==> src/rtl/tqvp_uart_bus_bridge_pkg.sv <==
// Shared types and constants for the UART-to-peripheral-bus debug bridge.
package tqvp_uart_bus_bridge_pkg;

  typedef enum logic [2:0] {
    ST_IDLE,
    ST_ADDR,
    ST_WDATA,
    ST_BUS_WR,
    ST_BUS_RD,
    ST_ERR_SZ,
    ST_RESP
  } state_e;

  typedef enum logic [1:0] {
    TX_IDLE,
    TX_WAIT,
    TX_HOLD
  } tx_phase_e;

  localparam logic [7:0] RESP_ACK         = 8'hA5;
  localparam logic [7:0] RESP_ERR_SIZE    = 8'hE1;
  localparam logic [7:0] RESP_ERR_TIMEOUT = 8'hEE;
  localparam logic [1:0] BUS_NONE         = 2'b11;

  // Bytes carried by a transfer of the given size code (00=1, 01=2, 10=4).
  function automatic logic [2:0] size_nbytes(input logic [1:0] sz);
    case (sz)
      2'b00:   return 3'd1;
      2'b01:   return 3'd2;
      default: return 3'd4;
    endcase
  endfunction

endpackage

==> src/rtl/tqvp_bridge_resp_tx.sv <==
// LSB-first response serialiser: loads up to four bytes and hands them to the
// UART transmitter one at a time using the tx_en/tx_busy handshake.
module tqvp_bridge_resp_tx
  import tqvp_uart_bus_bridge_pkg::*;
(
  input  logic        clk,
  input  logic        rst_n,
  input  logic        load_i,
  input  logic [31:0] data_i,
  input  logic [2:0]  nbytes_i,
  input  logic        tx_busy_i,
  output logic        tx_en_o,
  output logic [7:0]  tx_data_o,
  output logic        done_o
);

  tx_phase_e   phase_q;
  logic [31:0] shift_q;
  logic [2:0]  left_q;
  logic        tx_en_q;
  logic [7:0]  tx_data_q;
  logic        done_q;

  // Serialiser: HOLD skips the cycle after tx_en, when tx_busy has not risen yet.
  always_ff @(posedge clk or negedge rst_n) begin
    if (!rst_n) begin
      phase_q   <= TX_IDLE;
      shift_q   <= '0;
      left_q    <= '0;
      tx_en_q   <= 1'b0;
      tx_data_q <= '0;
      done_q    <= 1'b0;
    end else begin
      tx_en_q <= 1'b0;
      done_q  <= 1'b0;
      case (phase_q)
        TX_IDLE: begin
          if (load_i) begin
            shift_q <= data_i;
            left_q  <= nbytes_i;
            phase_q <= TX_WAIT;
          end
        end
        TX_WAIT: begin
          if (!tx_busy_i) begin
            tx_en_q   <= 1'b1;
            tx_data_q <= shift_q[7:0];
            shift_q   <= {8'h00, shift_q[31:8]};
            left_q    <= left_q - 3'd1;
            if (left_q == 3'd1) begin
              done_q  <= 1'b1;
              phase_q <= TX_IDLE;
            end else begin
              phase_q <= TX_HOLD;
            end
          end
        end
        TX_HOLD: phase_q <= TX_WAIT;
        default: phase_q <= TX_IDLE;
      endcase
    end
  end

  assign tx_en_o   = tx_en_q;
  assign tx_data_o = tx_data_q;
  assign done_o    = done_q;

endmodule

==> src/rtl/tqvp_uart_bus_bridge.sv <==
// Debug bridge: parses UART command frames, issues one TinyQV peripheral bus
// read or write per frame and returns read data or a status byte over UART.
module tqvp_uart_bus_bridge
  import tqvp_uart_bus_bridge_pkg::*;
#(
  parameter int unsigned BUS_TIMEOUT  = 255,
  parameter int unsigned IDLE_TIMEOUT = 65535,
  parameter int unsigned CNT_W        = 16
) (
  input  logic        clk,
  input  logic        rst_n,
  input  logic        rx_valid,
  input  logic [7:0]  rx_data,
  output logic        tx_en,
  output logic [7:0]  tx_data,
  input  logic        tx_busy,
  output logic [5:0]  bus_address,
  output logic [31:0] bus_wdata,
  output logic [1:0]  bus_write_n,
  output logic [1:0]  bus_read_n,
  input  logic [31:0] bus_rdata,
  input  logic        bus_ready,
  output logic        active,
  output logic        err_pulse
);

  localparam logic [CNT_W-1:0] BUS_LAST  = CNT_W'(BUS_TIMEOUT - 1);
  localparam logic [CNT_W-1:0] IDLE_LAST = CNT_W'(IDLE_TIMEOUT - 1);

  state_e           state_q;
  logic [1:0]       sz_q;
  logic             rd_q;
  logic [1:0]       idx_q;
  logic [CNT_W-1:0] cnt_q;
  logic [5:0]       addr_q;
  logic [31:0]      wdata_q;
  logic [1:0]       write_n_q;
  logic [1:0]       read_n_q;
  logic             err_q;
  logic             load_q;
  logic [31:0]      resp_data_q;
  logic [2:0]       resp_n_q;
  logic             drop_st;
  logic             tx_done;

  // States in which an incoming byte cannot be parsed and is discarded.
  always_comb begin
    drop_st = (state_q == ST_BUS_WR) || (state_q == ST_BUS_RD) ||
              (state_q == ST_ERR_SZ) || (state_q == ST_RESP);
  end

  // Frame parser, bus sequencer and timeout counter.
  always_ff @(posedge clk or negedge rst_n) begin
    if (!rst_n) begin
      state_q     <= ST_IDLE;
      sz_q        <= '0;
      rd_q        <= 1'b0;
      idx_q       <= '0;
      cnt_q       <= '0;
      addr_q      <= '0;
      wdata_q     <= '0;
      write_n_q   <= BUS_NONE;
      read_n_q    <= BUS_NONE;
      err_q       <= 1'b0;
      load_q      <= 1'b0;
      resp_data_q <= '0;
      resp_n_q    <= '0;
    end else begin
      // Dropped bytes strobe err; explicit error paths below also set it.
      err_q  <= rx_valid && drop_st;
      load_q <= 1'b0;
      case (state_q)
        ST_IDLE: begin
          if (rx_valid) begin
            sz_q    <= rx_data[1:0];
            rd_q    <= rx_data[7];
            cnt_q   <= '0;
            state_q <= ST_ADDR;
          end
        end
        ST_ADDR: begin
          if (rx_valid) begin
            addr_q <= rx_data[5:0];
            cnt_q  <= '0;
            if (sz_q == 2'b11) begin
              state_q <= ST_ERR_SZ;
            end else if (rd_q) begin
              read_n_q <= sz_q;
              state_q  <= ST_BUS_RD;
            end else begin
              wdata_q <= '0;
              idx_q   <= '0;
              state_q <= ST_WDATA;
            end
          end else if (cnt_q == IDLE_LAST) begin
            err_q   <= 1'b1;
            state_q <= ST_IDLE;
          end else begin
            cnt_q <= cnt_q + CNT_W'(1);
          end
        end
        ST_WDATA: begin
          if (rx_valid) begin
            wdata_q[{idx_q, 3'b000} +: 8] <= rx_data;
            cnt_q <= '0;
            if ({1'b0, idx_q} == size_nbytes(sz_q) - 3'd1) begin
              write_n_q <= sz_q;
              state_q   <= ST_BUS_WR;
            end else begin
              idx_q <= idx_q + 2'd1;
            end
          end else if (cnt_q == IDLE_LAST) begin
            err_q   <= 1'b1;
            state_q <= ST_IDLE;
          end else begin
            cnt_q <= cnt_q + CNT_W'(1);
          end
        end
        ST_BUS_WR: begin
          write_n_q   <= BUS_NONE;
          resp_data_q <= {24'h0, RESP_ACK};
          resp_n_q    <= 3'd1;
          load_q      <= 1'b1;
          state_q     <= ST_RESP;
        end
        ST_BUS_RD: begin
          if (bus_ready) begin
            read_n_q    <= BUS_NONE;
            resp_data_q <= bus_rdata;
            resp_n_q    <= size_nbytes(sz_q);
            load_q      <= 1'b1;
            state_q     <= ST_RESP;
          end else if (cnt_q == BUS_LAST) begin
            read_n_q    <= BUS_NONE;
            err_q       <= 1'b1;
            resp_data_q <= {24'h0, RESP_ERR_TIMEOUT};
            resp_n_q    <= 3'd1;
            load_q      <= 1'b1;
            state_q     <= ST_RESP;
          end else begin
            cnt_q <= cnt_q + CNT_W'(1);
          end
        end
        ST_ERR_SZ: begin
          err_q       <= 1'b1;
          resp_data_q <= {24'h0, RESP_ERR_SIZE};
          resp_n_q    <= 3'd1;
          load_q      <= 1'b1;
          state_q     <= ST_RESP;
        end
        ST_RESP: begin
          if (tx_done) state_q <= ST_IDLE;
        end
        default: state_q <= ST_IDLE;
      endcase
    end
  end

  tqvp_bridge_resp_tx u_resp_tx (
    .clk       (clk),
    .rst_n     (rst_n),
    .load_i    (load_q),
    .data_i    (resp_data_q),
    .nbytes_i  (resp_n_q),
    .tx_busy_i (tx_busy),
    .tx_en_o   (tx_en),
    .tx_data_o (tx_data),
    .done_o    (tx_done)
  );

  assign bus_address = addr_q;
  assign bus_wdata   = wdata_q;
  assign bus_write_n = write_n_q;
  assign bus_read_n  = read_n_q;
  assign active      = (state_q != ST_IDLE);
  assign err_pulse   = err_q;

endmodule

==> config.mk <==
export PLATFORM = sky130hd
export DESIGN_NAME = tqvp_uart_bus_bridge
export DESIGN_NICKNAME = d
export VERILOG_FILES = /design/src/rtl/tqvp_uart_bus_bridge_pkg.sv /design/src/rtl/tqvp_bridge_resp_tx.sv /design/src/rtl/tqvp_uart_bus_bridge.sv
export SDC_FILE = /design/constraint.sdc
export NUM_CORES = 1
export LEC_CHECK = 0
export CAP_MARGIN = 5
export CORE_ASPECT_RATIO = 2
export CORE_UTILIZATION = 63
export CTS_BUF_LIST = sky130_fd_sc_hd__clkbuf_16
export CTS_CLUSTER_SIZE = 10
export DETAILED_ROUTE_END_ITERATION = 7
export DONT_BUFFER_PORTS = 1
export PLACE_DENSITY = 0.79
export SETUP_SLACK_MARGIN = 0.4
export SLEW_MARGIN = 10
export SYNTH_ARGS = -nofsm -noshare
export SYNTH_HDL_FRONTEND = slang
export SYNTH_HIERARCHICAL = 1
export SYNTH_SLANG_ARGS = --single-unit
==> constraint.sdc <==
create_clock -name clk -period 2.9 [get_ports clk]
set_clock_uncertainty 0.05 [all_clocks]
set_input_delay 0.58 -clock clk [delete_from_list [all_inputs] [get_ports clk]]
set_output_delay 0.58 -clock clk [all_outputs]
set_load 0.02 [all_outputs]
==> results of run 1 <==
-- metal layers --
metal  track usage, %  routed length, um
met3            6.843                801
met1            33.22               5633
met2            52.75               8612
met4            18.68                959
met5                0                  0
-- layout by cell type (no fill, tap or decap), types with 9 or more instances in the layout --
cell type and count:
sky130_fd_sc_hd__a22o_1 51, sky130_fd_sc_hd__inv_1 27, sky130_fd_sc_hd__mux2i_1 25, sky130_fd_sc_hd__a21oi_1 38, sky130_fd_sc_hd__clkbuf_16 17, sky130_fd_sc_hd__nor3_1 33
sky130_fd_sc_hd__o21ai_0 47, sky130_fd_sc_hd__nor2_1 18, sky130_fd_sc_hd__dfrtp_1 146, sky130_fd_sc_hd__buf_4 14, sky130_fd_sc_hd__ha_1 9, sky130_fd_sc_hd__nand2_1 51
-- registers in the layout, indices dropped and copies added, names as in the netlist, 2 cells and up --
name	count
resp_n_q	3
bus_address	6
sz_q	2
u_resp_tx/left_q	3
u_resp_tx/shift_q	32
state_q	3
bus_write_n	2
bus_wdata	32
cnt_q	16
resp_data_q	32
u_resp_tx/tx_data_o	8
idx_q	2
u_resp_tx/phase_q	2
bus_read_n	2
-- logic make-up (layout without fill, tap and decap cells) --
kind of cell / after synthesis / in the layout / share of synthesized area, %
compound gates: 196 / 196 / 19.97
xor+xnor: 2 / 2 / 0.2602
fa+ha+maj: 9 / 9 / 1.672
buf+inv: 64 / 75 / 4.422
flops: 150 / 150 / 55.82
mux: 41 / 41 / 6.392
simple gates: 152 / 152 / 11.46
-- metrics by stage --
stage                     hold slack [ns]  worst slack (ns)  std cells
after floorplan                    0.2344            0.4708        614
after global placement             0.2374            0.3466        730
after detailed placement           0.2386            0.1922        730
after CTS                         -0.2058            0.4165        762
after global routing              -0.2145            0.3680        762
final                             -0.2004            0.4557        762
-- report_power, final --
part / leakage (nW) / switching, mW / internal, mW
clock network: 0.276 / 0.934 / 1.13
logic: 1.02 / 1.60 / 1.22
registers: 1.90 / 0.840 / 2.85
total: 3.20 / 3.38 / 5.21
-- worst max-delay path, cell delays in order (launching register included) --
cell	delay, ns
sky130_fd_sc_hd__dfrtp_1	0.45
sky130_fd_sc_hd__or4_1	0.54
sky130_fd_sc_hd__or4_4	0.55
sky130_fd_sc_hd__a31oi_4	0.26
sky130_fd_sc_hd__nor2_4	0.17
sky130_fd_sc_hd__a22o_1	0.29
-- repair_timing --
item                                    4_1_cts  5_1_grt
gates resized for setup                       4        6
endpoints found under the hold margin       150      149
endpoints found under the setup margin       46       30
gates cloned                                  0        0
-- area by class of cell --
cell class,count,area (sq um)
clock buffer,17,425.4
multi-input combinational,400,2721
inverter,29,111.4
clock inverter,15,135.1
sequential,150,3759
timing repair buffer,14,105.1
tap,137,171.4
fill,763,3049
-- worst paths after layout --
path	cells past startpoint	end	from	slack (ns)
setup / recovery	5	resp_data_q[27]	cnt_q[8]	0.46
hold / removal	0	u_resp_tx/shift_q[28]	rst_n	-0.20
setup reg to reg	5	resp_data_q[27]	cnt_q[8]	0.46
hold reg to reg	1	u_resp_tx/tx_data_o[0]	u_resp_tx/shift_q[0]	0.45
max in group asynchronous	0	bus_read_n[1]	rst_n	2.75
min in group clk	2	sz_q[1]	rx_data[1]	0.23
==> run_summary.xml, run 1 <==
<?xml version="1.0" encoding="UTF-8"?>
<metrics>
  <group name="yosys">
    <metric name="synth-async-reset-ratio" unit="%">100.0</metric>
    <metric name="synth_top_area_share" unit="%">54.25</metric>
    <metric name="distinct_cell_type_count_after_synthesis" unit="">59</metric>
    <metric name="post_synth.cell_area_avg" unit="sq um">10.97</metric>
    <metric name="synth_cells" unit="">614</metric>
    <metric name="yosysSeqAreaShare" unit="%">55.82</metric>
    <metric name="synth_top_cells_by_area" unit="">sky130_fd_sc_hd__dfrtp_1, sky130_fd_sc_hd__a22o_1, sky130_fd_sc_hd__mux2i_1</metric>
    <metric name="synth.ff_latch_count" unit="">150</metric>
    <metric name="synth_edf_count" unit="">0</metric>
    <metric name="synth_most_common_cell" unit="">sky130_fd_sc_hd__dfrtp_1</metric>
    <metric name="most_area_hungry_cell_type_in_the_yosys_netlist" unit="">sky130_fd_sc_hd__dfrtp_1</metric>
    <metric name="synthesis.area" unit="sq um">6734</metric>
    <metric name="postSynthNetCount" unit="">668</metric>
    <metric name="synth_ff_type" unit="">sky130_fd_sc_hd__dfrtp_1</metric>
    <metric name="commonest_cells_in_the_synthesized_netlist" unit="">sky130_fd_sc_hd__dfrtp_1, sky130_fd_sc_hd__a22o_1, sky130_fd_sc_hd__nand2_1</metric>
    <metric name="synth-warning-count" unit="">6</metric>
  </group>
  <group name="global_routing">
    <metric name="grt_overflow" unit="">0</metric>
    <metric name="pin_count_of_the_biggest_net_entering_global_routing" unit="">151</metric>
    <metric name="first_pass_grt_wire_length" unit="um">25300</metric>
    <metric name="global_route.usage.total" unit="%">30.75</metric>
    <metric name="antenna_found_initial" unit="">0</metric>
    <metric name="grt_pass1_vias" unit="">5071</metric>
  </group>
  <group name="min_path">
    <metric name="worstHoldPathType" unit="">in -&gt; async</metric>
  </group>
  <group name="clock_tree">
    <metric name="cts_post_setup_buffers_inserted" unit="">0</metric>
    <metric name="h-tree-depth" unit="">4</metric>
    <metric name="clk_root_buffer_cell" unit="">sky130_fd_sc_hd__clkbuf_16</metric>
    <metric name="clock-sinks" unit="">150</metric>
    <metric name="tritoncts.num_buffers" unit="">17</metric>
    <metric name="worst_skew_pair.late_latency" unit="ns">0.42</metric>
    <metric name="cts_tree" unit="">yes</metric>
    <metric name="clock_path_buffers" unit="">2</metric>
    <metric name="clk_pin_slew_worst_paths" unit="ns">0.06</metric>
  </group>
  <group name="placement">
    <metric name="gpl.final_weighted_congestion" unit="">0.8833</metric>
    <metric name="io_buffers" unit="">0</metric>
    <metric name="dp_hpwl" unit="um">10850</metric>
    <metric name="postPlaceCellArea" unit="sq um">6838</metric>
  </group>
  <group name="timing">
    <metric name="final_min_period" unit="ns">2.444</metric>
    <metric name="max_freq" unit="MHz">409.1</metric>
    <metric name="worst_hold_slack" unit="ns">-0.2004</metric>
    <metric name="timing.final.setup_violations" unit="">0</metric>
    <metric name="unrepaired_setup_endpoints_after_global_routing" unit="">yes</metric>
    <metric name="max_slew.worst_pin.slew" unit="ns">0.9155</metric>
    <metric name="hold_viol" unit="">148</metric>
    <metric name="finalSetupTns" unit="ns">0</metric>
    <metric name="relSlewSlack" unit="%">38.56</metric>
    <metric name="final-max-slew-violation-count" unit="">0</metric>
    <metric name="period_utilisation_layout" unit="%">84.29</metric>
  </group>
  <group name="setup_path">
    <metric name="crit_required" unit="ns">3.15</metric>
    <metric name="critical_path_peak_fanout" unit="">29</metric>
    <metric name="critical_path_class" unit="">reg -&gt; reg</metric>
    <metric name="start_kind" unit="">register</metric>
    <metric name="endpoint_kind" unit="">register</metric>
    <metric name="worst-endpoint-arrival" unit="ns">2.70</metric>
  </group>
  <group name="routing">
    <metric name="routedWlPerCell" unit="um">21.01</metric>
    <metric name="detail_route.iter0.violations" unit="">349</metric>
    <metric name="post_dr_vias_cell" unit="">6.629</metric>
    <metric name="drt_pre_antenna_iters" unit="">5</metric>
    <metric name="via_total_after_detailed_routing" unit="">5051</metric>
    <metric name="count_of_antenna_violating_nets_left_after_detailed_routing" unit="">0</metric>
    <metric name="routed_wirelength" unit="um">16010</metric>
    <metric name="drc_errors" unit="">0</metric>
  </group>
  <group name="layout">
    <metric name="post_layout_instance_area" unit="sq um">7428</metric>
    <metric name="area_growth_syn_to_layout" unit="%">10.31</metric>
    <metric name="antenna_cells_inserted" unit="">0</metric>
    <metric name="fin_util" unit="%">70.90</metric>
    <metric name="post_route_cells_drive_above_1_share" unit="%">11.84</metric>
    <metric name="num-nets-final" unit="">666</metric>
  </group>
  <group name="power">
    <metric name="power_per_cell_area" unit="nW/um^2">1155</metric>
    <metric name="p_leak" unit="nW">3.198</metric>
    <metric name="p_total" unit="mW">8.582</metric>
    <metric name="ir_worst_vdd" unit="mV">0.6553</metric>
  </group>
  <group name="outcome">
    <metric name="failing_checks" unit="">negative hold slack</metric>
    <metric name="status" unit="">finished with violations</metric>
  </group>
  <group name="die">
    <metric name="dieArea" unit="sq um">11130</metric>
    <metric name="ios" unit="">98</metric>
    <metric name="std_cell_rows" unit="">53</metric>
    <metric name="die_w" unit="um">75.11</metric>
    <metric name="design.core.area" unit="sq um">10480</metric>
    <metric name="fp.dieH" unit="um">148.2</metric>
    <metric name="initial_util" unit="%">64.27</metric>
  </group>
  <group name="run">
    <metric name="cap_violations" unit="">0</metric>
  </group>
</metrics>
Note: power is estimated with default switching activity, not from simulation.
==> run 2, diff against run 1 <==
CORE_UTILIZATION = 57   (was 63)
PLACE_DENSITY = 0.75   (was 0.79)
clock period = 2 ns   (was 2.9 ns; I/O delays follow)
==> run_summary.xml, run 2 (synthesis gave the netlist of run 1 again) <==
<?xml version="1.0" encoding="UTF-8"?>
<metrics>
  <group name="setup_path">
    <metric name="crit_path_cell_trace" unit="">or4_1, or4_4, buf_6, buf_4, a21boi_2, buf_6, o21ai_0, o21ai_0</metric>
    <metric name="critPathTopFamily" unit="">simple AND/OR/NAND/NOR gates</metric>
    <metric name="cp-startpoint" unit="">cnt_q[13]</metric>
    <metric name="crit_slowest_cell" unit="">sky130_fd_sc_hd__or4_1</metric>
    <metric name="r2r-end" unit="">resp_data_q[3]</metric>
    <metric name="start_kind" unit="">register</metric>
    <metric name="critical_path.max_stage_delay" unit="ns">0.53</metric>
    <metric name="timing.reg2reg.setup_slack" unit="ns">-0.45</metric>
    <metric name="crit_buf_inv" unit="">3</metric>
    <metric name="critical_path_class" unit="">reg -&gt; reg</metric>
    <metric name="crit_required" unit="ns">2.29</metric>
    <metric name="worst-endpoint-arrival" unit="ns">2.74</metric>
    <metric name="worst_reg_to_reg_path_cell_count" unit="">8</metric>
    <metric name="reg2reg_from" unit="">cnt_q[13]</metric>
    <metric name="endpoint_kind" unit="">register</metric>
    <metric name="critical_path_peak_fanout" unit="">5</metric>
  </group>
  <group name="timing">
    <metric name="final_min_period" unit="ns">2.449</metric>
    <metric name="period_utilisation_layout" unit="%">122.4</metric>
    <metric name="timing.final.ws_setup" unit="ns">-0.4489</metric>
    <metric name="max_freq" unit="MHz">408.3</metric>
    <metric name="max_slew.worst_pin.slew" unit="ns">0.5520</metric>
    <metric name="hold_viol" unit="">150</metric>
    <metric name="final-max-slew-violation-count" unit="">0</metric>
    <metric name="relSlewSlack" unit="%">62.86</metric>
    <metric name="timing.final.setup_violations" unit="">56</metric>
    <metric name="worst_hold_slack" unit="ns">-0.3892</metric>
    <metric name="unrepaired_setup_endpoints_after_global_routing" unit="">yes</metric>
  </group>
  <group name="routing">
    <metric name="routed_wirelength" unit="um">20230</metric>
    <metric name="count_of_antenna_violating_nets_left_after_detailed_routing" unit="">0</metric>
    <metric name="via_total_after_detailed_routing" unit="">5663</metric>
    <metric name="detail_route.iter0.violations" unit="">385</metric>
    <metric name="routedWlPerCell" unit="um">23.75</metric>
    <metric name="drc_errors" unit="">0</metric>
    <metric name="post_dr_vias_cell" unit="">6.647</metric>
    <metric name="drt_pre_antenna_iters" unit="">5</metric>
  </group>
  <group name="clock_tree">
    <metric name="clock-sinks" unit="">150</metric>
    <metric name="clock_path_buffers" unit="">2</metric>
    <metric name="tritoncts.num_buffers" unit="">17</metric>
    <metric name="cts_tree" unit="">yes</metric>
    <metric name="h-tree-depth" unit="">4</metric>
    <metric name="clk_root_buffer_cell" unit="">sky130_fd_sc_hd__clkbuf_16</metric>
    <metric name="worst_skew_pair.late_latency" unit="ns">0.43</metric>
    <metric name="clk_pin_slew_worst_paths" unit="ns">0.07</metric>
  </group>
  <group name="global_routing">
    <metric name="grt_overflow" unit="">0</metric>
    <metric name="grt_pass1_vias" unit="">5693</metric>
    <metric name="pin_count_of_the_biggest_net_entering_global_routing" unit="">151</metric>
    <metric name="first_pass_grt_wire_length" unit="um">28920</metric>
    <metric name="global_route.usage.total" unit="%">31.02</metric>
    <metric name="antenna_found_initial" unit="">0</metric>
  </group>
  <group name="outcome">
    <metric name="status" unit="">finished with violations</metric>
    <metric name="failing_checks" unit="">negative hold slack, negative setup slack</metric>
  </group>
  <group name="layout">
    <metric name="area_growth_syn_to_layout" unit="%">30.64</metric>
    <metric name="num-nets-final" unit="">751</metric>
    <metric name="antenna_cells_inserted" unit="">0</metric>
    <metric name="final_common_cell" unit="">sky130_fd_sc_hd__dfrtp_1</metric>
    <metric name="final_cell_mix" unit="">sky130_fd_sc_hd__dfrtp_1, sky130_fd_sc_hd__buf_4, sky130_fd_sc_hd__a22o_1</metric>
    <metric name="post_layout_instance_area" unit="sq um">8797</metric>
    <metric name="post_route_cells_drive_above_1_share" unit="%">34.79</metric>
    <metric name="num-fill-cells" unit="">675</metric>
  </group>
  <group name="die">
    <metric name="die_w" unit="um">78.86</metric>
    <metric name="initial_util" unit="%">58.95</metric>
    <metric name="fp.dieH" unit="um">155.7</metric>
    <metric name="std_cell_rows" unit="">55</metric>
    <metric name="design.core.area" unit="sq um">11420</metric>
    <metric name="dieArea" unit="sq um">12280</metric>
    <metric name="ios" unit="">98</metric>
  </group>
  <group name="power">
    <metric name="p_total" unit="mW">14.87</metric>
    <metric name="power_per_cell_area" unit="nW/um^2">1691</metric>
    <metric name="p_leak" unit="nW">3.851</metric>
    <metric name="ir_worst_vdd" unit="mV">1.004</metric>
  </group>
  <group name="min_path">
    <metric name="worstHoldPathType" unit="">in -&gt; async</metric>
  </group>
  <group name="placement">
    <metric name="io_buffers" unit="">0</metric>
    <metric name="gpl.final_weighted_congestion" unit="">0.8572</metric>
    <metric name="postPlaceCellArea" unit="sq um">7400</metric>
    <metric name="dp_hpwl" unit="um">11940</metric>
    <metric name="pre_cts_slack" unit="ns">-0.4057</metric>
  </group>
  <group name="run">
    <metric name="cap_violations" unit="">0</metric>
  </group>
</metrics>
==> run 2: cell types whose count changed in the layout (fill, tap and decap cells not counted), moves of 7 or more <==
cell / change
sky130_fd_sc_hd__buf_4: +55
sky130_fd_sc_hd__nand2_1: -28
sky130_fd_sc_hd__o21ai_0: -26
sky130_fd_sc_hd__buf_6: +23
sky130_fd_sc_hd__nand2_2: +17
sky130_fd_sc_hd__o21ai_2: +17
sky130_fd_sc_hd__nand2_4: +11
sky130_fd_sc_hd__a2bb2oi_1: -7
sky130_fd_sc_hd__a2bb2oi_2: +7
==> run 2: repair_timing <==
item | in CTS | in global routing
endpoints found under the setup margin | 108 | 125
gates resized for setup | 72 | 73
cloned | 1 | 1
hold endpoints to repair | 150 | 150
buffers inserted | 20 | 14
pin swaps | 16 | 38
==> run 2: worst register-to-register path, cell delays in order, from the launching register on <==
cell and delay, ns:
sky130_fd_sc_hd__dfrtp_1 0.40, sky130_fd_sc_hd__or4_1 0.53, sky130_fd_sc_hd__or4_4 0.51, sky130_fd_sc_hd__buf_6 0.15, sky130_fd_sc_hd__buf_4 0.16, sky130_fd_sc_hd__a21boi_2 0.16, sky130_fd_sc_hd__buf_6 0.14, sky130_fd_sc_hd__o21ai_0 0.15
sky130_fd_sc_hd__o21ai_0 0.13
==> run 2: layer usage <==
metal | vias up | GRT usage (%) | part of all wire (%) | routed length, um
met5 | - | 0 | 0 | 0
met4 | 0 | 16.97 | 5.7 | 1149
met3 | 101 | 5.906 | 5.1 | 1039
met2 | 286 | 57.76 | 56 | 11270
met1 | 2859 | 31.69 | 33 | 6777
li1 | 2417 | - | - | -
==> run 2: worst max path at each step <==
stage / endpoint / cells past startpoint
after floorplan: resp_data_q[13] / 8
after global placement: resp_data_q[27] / 7
after detailed placement: resp_data_q[12] / 7
after CTS: resp_data_q[15] / 7
after global routing: resp_data_q[3] / 8
final: resp_data_q[3] / 8
==> run 2: layout make-up <==
type	instances	area, sq um	area share (%)
well taps	142	177.7	2.020
repair buffers	99	912.1	10.37
clock inverters	15	142.6	1.621
inverters	29	125.1	1.422
clock buffers	17	425.4	4.836
multi-input cells	400	3252	36.96
flip-flops and latches	150	3762	42.77
==> run 2: where the power goes <==
part	total (mW)	switching, mW	internal, mW
logic	6.57	3.43	3.14
clock network	3.05	1.41	1.64
registers	5.25	1.11	4.14
==> run 2: through the flow <==
step	setup TNS [ns]	cells	util, %
2_1_floorplan	-13.14	614	-
3_3_place_gp	-15.84	784	64.78
3_5_place_dp	-18.00	784	64.78
4_1_cts	-16.91	837	73.37
5_1_grt	-22.56	852	77.01
6_report	-20.29	852	77.01
==> run 3, diff against run 2 <==
CORE_UTILIZATION = 35   (was 57)
GPL_ROUTABILITY_DRIVEN = 0   (was default)
PLACE_DENSITY = default   (was 0.75)
==> run_summary.xml, run 3 (synthesis gave the netlist of run 1 again) <==
<?xml version="1.0" encoding="UTF-8"?>
<metrics>
  <group name="die">
    <metric name="dieArea" unit="sq um">19830</metric>
    <metric name="design.core.area" unit="sq um">18830</metric>
    <metric name="die_w" unit="um">100.1</metric>
    <metric name="std_cell_rows" unit="">71</metric>
    <metric name="ios" unit="">98</metric>
    <metric name="initial_util" unit="%">35.76</metric>
    <metric name="fp.dieH" unit="um">198.2</metric>
  </group>
  <group name="layout">
    <metric name="num-fill-cells" unit="">1712</metric>
    <metric name="post_route_cells_drive_above_1_share" unit="%">33.38</metric>
    <metric name="final_common_cell" unit="">sky130_fd_sc_hd__dfrtp_1</metric>
    <metric name="final_cell_mix" unit="">sky130_fd_sc_hd__dfrtp_1, sky130_fd_sc_hd__buf_4, sky130_fd_sc_hd__a22o_1</metric>
    <metric name="fin_util" unit="%">47.81</metric>
    <metric name="antenna_cells_inserted" unit="">0</metric>
    <metric name="area_growth_syn_to_layout" unit="%">33.71</metric>
    <metric name="num-nets-final" unit="">751</metric>
  </group>
  <group name="timing">
    <metric name="timing.final.setup_violations" unit="">56</metric>
    <metric name="finalSetupTns" unit="ns">-12.70</metric>
    <metric name="final_min_period" unit="ns">2.292</metric>
    <metric name="period_utilisation_layout" unit="%">114.6</metric>
    <metric name="worst_hold_slack" unit="ns">-0.3861</metric>
    <metric name="max_slew.worst_pin.slew" unit="ns">0.7575</metric>
    <metric name="max_freq" unit="MHz">436.4</metric>
    <metric name="final-max-slew-violation-count" unit="">0</metric>
    <metric name="relSlewSlack" unit="%">49.34</metric>
    <metric name="unrepaired_setup_endpoints_after_global_routing" unit="">yes</metric>
    <metric name="hold_viol" unit="">150</metric>
    <metric name="timing.final.ws_setup" unit="ns">-0.2915</metric>
  </group>
  <group name="global_routing">
    <metric name="first_pass_grt_wire_length" unit="um">29640</metric>
    <metric name="grt_pass1_vias" unit="">5614</metric>
    <metric name="pin_count_of_the_biggest_net_entering_global_routing" unit="">151</metric>
    <metric name="global_route.usage.total" unit="%">19.72</metric>
    <metric name="grt_overflow" unit="">0</metric>
    <metric name="antenna_found_initial" unit="">0</metric>
  </group>
  <group name="power">
    <metric name="p_total" unit="mW">14.86</metric>
    <metric name="p_leak" unit="nW">3.947</metric>
    <metric name="power_per_cell_area" unit="nW/um^2">1651</metric>
    <metric name="ir_worst_vdd" unit="mV">0.6963</metric>
  </group>
  <group name="setup_path">
    <metric name="start_kind" unit="">register</metric>
    <metric name="crit_required" unit="ns">2.26</metric>
    <metric name="critical_path.max_stage_delay" unit="ns">0.54</metric>
    <metric name="critical_path_peak_fanout" unit="">25</metric>
    <metric name="crit_path_cell_trace" unit="">or4_1, or4_4, a31oi_4, nor2_4, buf_12, a22o_1</metric>
    <metric name="worst-endpoint-arrival" unit="ns">2.55</metric>
    <metric name="endpoint_kind" unit="">register</metric>
    <metric name="crit_slowest_cell" unit="">sky130_fd_sc_hd__or4_4</metric>
    <metric name="critical_path_class" unit="">reg -&gt; reg</metric>
    <metric name="timing.reg2reg.setup_slack" unit="ns">-0.29</metric>
  </group>
  <group name="min_path">
    <metric name="worstHoldPathType" unit="">in -&gt; async</metric>
  </group>
  <group name="clock_tree">
    <metric name="tritoncts.num_buffers" unit="">17</metric>
    <metric name="clk_root_buffer_cell" unit="">sky130_fd_sc_hd__clkbuf_16</metric>
    <metric name="clock_path_buffers" unit="">2</metric>
    <metric name="clock-sinks" unit="">150</metric>
    <metric name="h-tree-depth" unit="">4</metric>
    <metric name="clk_pin_slew_worst_paths" unit="ns">0.07</metric>
    <metric name="cts_tree" unit="">yes</metric>
    <metric name="worst_skew_pair.late_latency" unit="ns">0.43</metric>
  </group>
  <group name="placement">
    <metric name="dp_hpwl" unit="um">12940</metric>
    <metric name="io_buffers" unit="">0</metric>
  </group>
  <group name="outcome">
    <metric name="status" unit="">finished with violations</metric>
    <metric name="failing_checks" unit="">negative hold slack, negative setup slack</metric>
  </group>
  <group name="routing">
    <metric name="routed_wirelength" unit="um">18880</metric>
    <metric name="count_of_antenna_violating_nets_left_after_detailed_routing" unit="">0</metric>
    <metric name="via_total_after_detailed_routing" unit="">5239</metric>
    <metric name="drc_errors" unit="">0</metric>
    <metric name="detail_route.iter0.violations" unit="">237</metric>
    <metric name="post_dr_vias_cell" unit="">5.429</metric>
    <metric name="routedWlPerCell" unit="um">19.56</metric>
    <metric name="drt_pre_antenna_iters" unit="">4</metric>
  </group>
  <group name="run">
    <metric name="cap_violations" unit="">0</metric>
  </group>
</metrics>
==> run 3: cell count changes in the layout (fill, tap and decap cells not counted), moves of 4 or more <==
cell,previous run,this run
sky130_fd_sc_hd__nand2_2,17,5
sky130_fd_sc_hd__nand2_1,23,33
sky130_fd_sc_hd__buf_12,6,10
sky130_fd_sc_hd__o21ai_0,21,17
sky130_fd_sc_hd__o21ai_1,11,15
==> run 3: layout make-up <==
cell class	count	area [sq um]	area share, %
clock buffer	17	425.4	4.725
tap	255	319.1	3.544
multi-input combinational	400	3228	35.85
sequential	150	3764	41.80
inverter	29	120.1	1.334
timing repair buffer	99	968.4	10.76
clock inverter	15	178.9	1.987
==> run 3: timing repair <==
action,CTS,global route
setup endpoints to repair,139,137
pin swaps,27,15
gates cloned,0,1
buffers inserted,23,10
endpoints found under the hold margin,150,150
resized for setup,82,56
==> run 3: final timing paths <==
kind / from / cells past startpoint / end
worst min-delay path: rst_n / 0 / bus_wdata[7]
max in group asynchronous: rst_n / 0 / bus_write_n[1]
worst max register to register: cnt_q[8] / 6 / resp_data_q[28]
worst max-delay path: cnt_q[8] / 6 / resp_data_q[28]
worst min register to register: u_resp_tx/shift_q[2] / 1 / u_resp_tx/tx_data_o[2]
min in group clk: rx_data[0] / 2 / bus_wdata[24]
==> run 3: power breakdown <==
part	switching [mW]	internal (mW)
sequential	1.14	4.15
clock	1.42	1.90
combinational	3.06	3.21
==> run 3: per-stage QoR <==
stage               hold WS [ns]  cells  setup WS [ns]  area [sq um]
floorplan                0.05441    614        -0.3396          6942
global placement         0.06104    899        -0.4093          7594
detailed placement       0.06062    899        -0.4219          7594
CTS                      -0.3967    954        -0.2867          8682
global route             -0.4085    965        -0.3412          9004
finish                   -0.3861    965        -0.2915          9004
==> run 3: metal layers <==
metal  part of all wire, %  global-route usage [%]  vias to the layer above  wire length (um)
met1                    34                   19.61                     2657              6501
met3                   3.7                   4.412                       36               694
li1                      -                       -                     2420                 -
met5                     0                       0                        -                 0
met2                    58                   37.50                      126             11030
met4                   3.4                   9.877                        0               649
==> run 3: worst max-delay path: cells and delay by family (launching register included) <==
kind                   cells  cell delay, ns
and+or+nand+nor            3            1.15
AOI/OAI and AO/OA          2            0.43
DFF                        1            0.37
buffers and inverters      1            0.16
